==> config.mk <==
export PLATFORM = sky130hd
export DESIGN_NAME = minmax_tracker
export DESIGN_NICKNAME = d
export VERILOG_FILES = /design/src/rtl/minmax_tracker.sv
export SDC_FILE = /design/constraint.sdc
export NUM_CORES = 1
export LEC_CHECK = 0
export ABC_AREA = 1
export BUFFER_PORTS_ARGS = -buffer_cell sky130_fd_sc_hd__buf_4
export CORE_MARGIN = 2
export CORE_UTILIZATION = 34
export CTS_BUF_LIST = sky130_fd_sc_hd__clkbuf_4 sky130_fd_sc_hd__clkbuf_8
export DETAILED_ROUTE_END_ITERATION = 16
export GPL_ROUTABILITY_DRIVEN = 0
export PLACE_DENSITY = 0.6
export SLEW_MARGIN = 20
export SYNTH_ARGS = -nofsm -noshare
export SYNTH_HDL_FRONTEND = slang
export SYNTH_SLANG_ARGS = --single-unit
==> constraint.sdc <==
create_clock -name clk -period 4.1 [get_ports clk]
set_input_delay 0.82 -clock clk [delete_from_list [all_inputs] [get_ports clk]]
set_output_delay 0.82 -clock clk [all_outputs]
set_load 0.01 [all_outputs]
==> src/rtl/minmax_tracker.sv <==
// Windowed min/max tracker: captures the extremes and sample count over a window of len samples.
// Optional MINMAX_TRACKER_INDEX_EN adds min_idx/max_idx (0-based first-occurrence positions).
module minmax_tracker #(
    parameter int unsigned WIDTH = 8
) (
    input  logic             clk,
    input  logic             rst,
    input  logic             start,
    input  logic [7:0]       len,
    input  logic             signed_cmp,
    input  logic             in_valid,
    input  logic [WIDTH-1:0] in_data,
    output logic             in_ready,
    output logic             out_valid,
    input  logic             out_ready,
    output logic [WIDTH-1:0] min_val,
    output logic [WIDTH-1:0] max_val,
    output logic [7:0]       count,
    output logic             busy
`ifdef MINMAX_TRACKER_INDEX_EN
    ,
    output logic [7:0]       min_idx,
    output logic [7:0]       max_idx
`endif
);

    typedef enum logic [1:0] {
        IDLE,
        ACCUM,
        DONE
    } state_t;

    state_t     state, state_nxt;
    logic [7:0] len_q;
    logic       signed_q;
    logic       accept;
    logic       start_ok;
    logic       first;
    logic       new_min;
    logic       new_max;

    // Signed order: differing sign bits decide directly, otherwise unsigned order holds.
    function automatic logic less_than(input logic [WIDTH-1:0] a,
                                       input logic [WIDTH-1:0] b,
                                       input logic             sgn);
        if (sgn && (a[WIDTH-1] != b[WIDTH-1]))
            return a[WIDTH-1];
        return a < b;
    endfunction

    assign start_ok = (state == IDLE) && start && (len != 8'd0);
    assign accept   = in_valid && in_ready;
    assign first    = (count == 8'd0);
    assign new_min  = first || less_than(in_data, min_val, signed_q);
    assign new_max  = first || less_than(max_val, in_data, signed_q);

    always_ff @(posedge clk or posedge rst) begin
        if (rst)
            state <= IDLE;
        else
            state <= state_nxt;
    end

    always_comb begin
        state_nxt = state;
        in_ready  = 1'b0;
        out_valid = 1'b0;
        busy      = 1'b0;
        case (state)
            IDLE: begin
                if (start && (len != 8'd0))
                    state_nxt = ACCUM;
            end
            ACCUM: begin
                in_ready = 1'b1;
                busy     = 1'b1;
                if (in_valid && ((count + 8'd1) == len_q))
                    state_nxt = DONE;
            end
            DONE: begin
                out_valid = 1'b1;
                busy      = 1'b1;
                if (out_ready)
                    state_nxt = IDLE;
            end
            default: state_nxt = IDLE;
        endcase
    end

    always_ff @(posedge clk or posedge rst) begin
        if (rst) begin
            len_q    <= '0;
            signed_q <= 1'b0;
            count    <= '0;
            min_val  <= '0;
            max_val  <= '0;
`ifdef MINMAX_TRACKER_INDEX_EN
            min_idx  <= '0;
            max_idx  <= '0;
`endif
        end else if (start_ok) begin
            len_q    <= len;
            signed_q <= signed_cmp;
            count    <= '0;
        end else if (accept) begin
            count <= count + 8'd1;
            if (new_min) begin
                min_val <= in_data;
`ifdef MINMAX_TRACKER_INDEX_EN
                min_idx <= count;
`endif
            end
            if (new_max) begin
                max_val <= in_data;
`ifdef MINMAX_TRACKER_INDEX_EN
                max_idx <= count;
`endif
            end
        end
    end

endmodule

==> impl_results.md <==
- Synth Instances: 273
- Placement-stage cell area: 0.00263 sq mm
- Largest net degree at the start of global routing: 29
- Clock tree buffer depth: 2
- Total gr overflow: 0
- Final setup fails: 0
- Post-detail-place hpwl: 3880 um
- Path type of the worst setup path: reg -> out
- Area Overhead vs Synth: 23.8%
- Worst skew pair latency: 0.29 ns
- Vias in the first global route: 1925
- Crit path DAT: 1.25 ns
- Hold Slack: 0.505 ns
- Post-Place Setup Slack: 1.73 ns
- Post-route cell area: 0.00272 sq mm
- Buf/Inv on CP: 2
- Warnings, synthesis: 0
- R2R Setup Slk: 2.16 ns
- Top Metal Used: met4
- Initial core utilization: 0.348
- Pleak: 1.46 nW
- Clock Pin Slew Worst Setup and Hold Paths: 0.07 ns
- Placement row count: 29
- First-pass GRT wire length: 8490 um
- Hold Fails Final Rpt: 0
- Post-DR wirelength/cell: 12.2 um
- Die ar.: 0.00712 sq mm
- Fin crit period: 2.07 ns
- Crit-path leading delay family: flip-flops
- P per Cell Area: 608 mW/mm^2
- WHS Endpoint: max_val[2]
- CTS sink cnt: 35
- Startpoint Class: flip-flop
- Post-CTS Resized: 0
- Vias post-DR: 1949
- Slew Viols, Final: 0
- Commonest non-fill, non-tap cell in the layout: nand2_1
- Max H-tree Level: 2
- Initial antenna violation count: 0
- Wl on met1: 2220 um
- Placed insts: 397
- Clock skew: 0.00927 ns
- Final wirelength: 4920 um
- Fin worst setup slack: 2.03 ns
- Max Freq: 482 MHz
- TNS Setup: 0 ns
- DR WL met3: 264 um
- Status: complete, no violations
- Crit-path max cell delay: 0.40 ns
- Port buffer count: 48
- Required time worst endpoint: 3.28 ns
- Synth Area per Inst: 8.05 sq um
- Core Box Area: 0.00631 sq mm
- Total track usage: 0.148
- Non-Filler Instances: 404
- Syn Nets: 315
- CTS tree: built
- Critical-path cell list: inv_1 > ha_1 > buf_4
- Fin nets: 369
- Count of different cell masters after synthesis: 29
- Vias per cell: 4.82
- Most frequent cells in the layout: 77 x nand2_1, 50 x buf_4, 35 x inv_1, 35 x dfrtp_1, 30 x nand3_1
- Share of layout cells above drive strength 1: 0.235
- Met2 WL: 2400 um
- I/O pin count: 49
- First-pass DRT Iterations: 4
- Path type of the worst min-delay path: reg -> reg
- Final Cycle Share: 0.506
- Mapped Area: 0.00220 sq mm
- # diodes: 0
- Total power: 1.65 mW
- Seq/Total Area, Yosys: 0.399
- Worst r2r dst: state[0]
- DRC Markers: 0
- Critical Path End Type: primary output
- Hold Crit Start: max_val[2]
- R2R Path Start: count[0]
- Count of cell instances traversed by the critical path: 3
- Worst Hold Path Cells: 2
- Max-cap violation count: 0
- Crit path max-delay cell type: dfrtp_1
- Yosys reg bits: 35
- Slew @ Worst Pin: 0.608 ns
- Die H: 84.4 um
- Setup Fix Bufs, Post-CTS: 0
- # hold bufs at CTS: 0
- Fillcell total: 672
- Drt first-iter violations: 89
- Max-slew headroom: 0.594
- VDD IR max: 0.327 mV
- R2R depth: 13
- Die width: 84.4 um
- Final antenna-violating net count: 0
- CTS buffer count: 5
- Crit-path max FO: 5
- Setup repair after global routing missed its margin: false
- Final design utilization: 0.431
- Clock Root Buffer: clkbuf_8
## worst max-delay path by stage
stage | endpoint | slack (ns) | start
6_report | in_ready | 2.03 | state[1]
5_1_grt | min_val[6] | 1.82 | len[0]
4_1_cts | in_ready | 2.00 | state[1]
3_5_place_dp | min_val[6] | 1.73 | len[0]
3_3_place_gp | min_val[5] | 1.73 | len[0]
2_1_floorplan | max_val[7] | 2.09 | in_data[5]
## cell usage after synthesis
master | instances | area [sq um]
o21ai_0 | 2 | 10.0
o21bai_1 | 1 | 7.51
nor2_2 | 3 | 18.8
nand3b_1 | 4 | 30.0
nand2_4 | 2 | 22.5
buf_2 | 1 | 5.00
a21oi_1 | 12 | 60.1
a211oi_1 | 2 | 15.0
o21ai_1 | 2 | 10.0
dfrtp_1 | 35 | 876
nand3_4 | 2 | 35.0
ha_1 | 20 | 250
nand2_1 | 77 | 289
nand4_1 | 4 | 25.0
clkinv_4 | 1 | 8.76
nor2_1 | 14 | 52.6
buf_12 | 1 | 20.0
a22oi_1 | 1 | 7.51
nor4_1 | 3 | 18.8
nand2_2 | 4 | 25.0
a21boi_0 | 1 | 7.51
and2_1 | 1 | 6.26
nand3_2 | 1 | 10.0
nand3_1 | 30 | 150
mux2_2 | 4 | 45.0
buf_6 | 1 | 11.3
inv_1 | 36 | 135
o22ai_1 | 6 | 37.5
inv_2 | 2 | 7.51
## cell type report
| type | count | area (sq um) | area share |
|---|---|---|---|
| flip-flops and latches | 35 | 876 | 0.322 |
| multi-input cells | 196 | 1130 | 0.417 |
| inverters | 39 | 151 | 0.0557 |
| clock inverters | 1 | 5.00 | 0.00184 |
| well taps | 77 | 96.3 | 0.0354 |
| repair buffers | 50 | 375 | 0.138 |
| clock buffers | 6 | 82.6 | 0.0304 |
## registers in the layout, summed over array words and instances (netlist names)
name,count
signed_q,1
len_q,8
state,2
max_val,8
min_val,8
count,8
## cells by family after synthesis
kind of cell / after synthesis / synth area share
and+or+nand+nor: 145 / 0.311
buffers and inverters: 42 / 0.0854
DFF: 35 / 0.399
AOI/OAI and AO/OA: 27 / 0.0706
adders and majority gates: 20 / 0.114
muxes: 4 / 0.0205
## routing by layer
layer | track usage | up-vias
met2 | 0.250 | 50
met4 | 0.0418 | 0
met1 | 0.181 | 895
li1 | - | 1000
met3 | 0.0482 | 4
met5 | 0 | -
## tightest hold or removal path, cell delays in order, from the launching register on
cell,delay [ns]
dfrtp_1,0.37
nand2_1,0.06
nand2_1,0.05
## power breakdown
group / internal [mW] / switching, mW / total [mW]
clock: 0.132 / 0.122 / 0.253
combinational: 0.360 / 0.454 / 0.814
sequential: 0.480 / 0.108 / 0.587
Note: power is estimated with default switching activity, not from simulation.
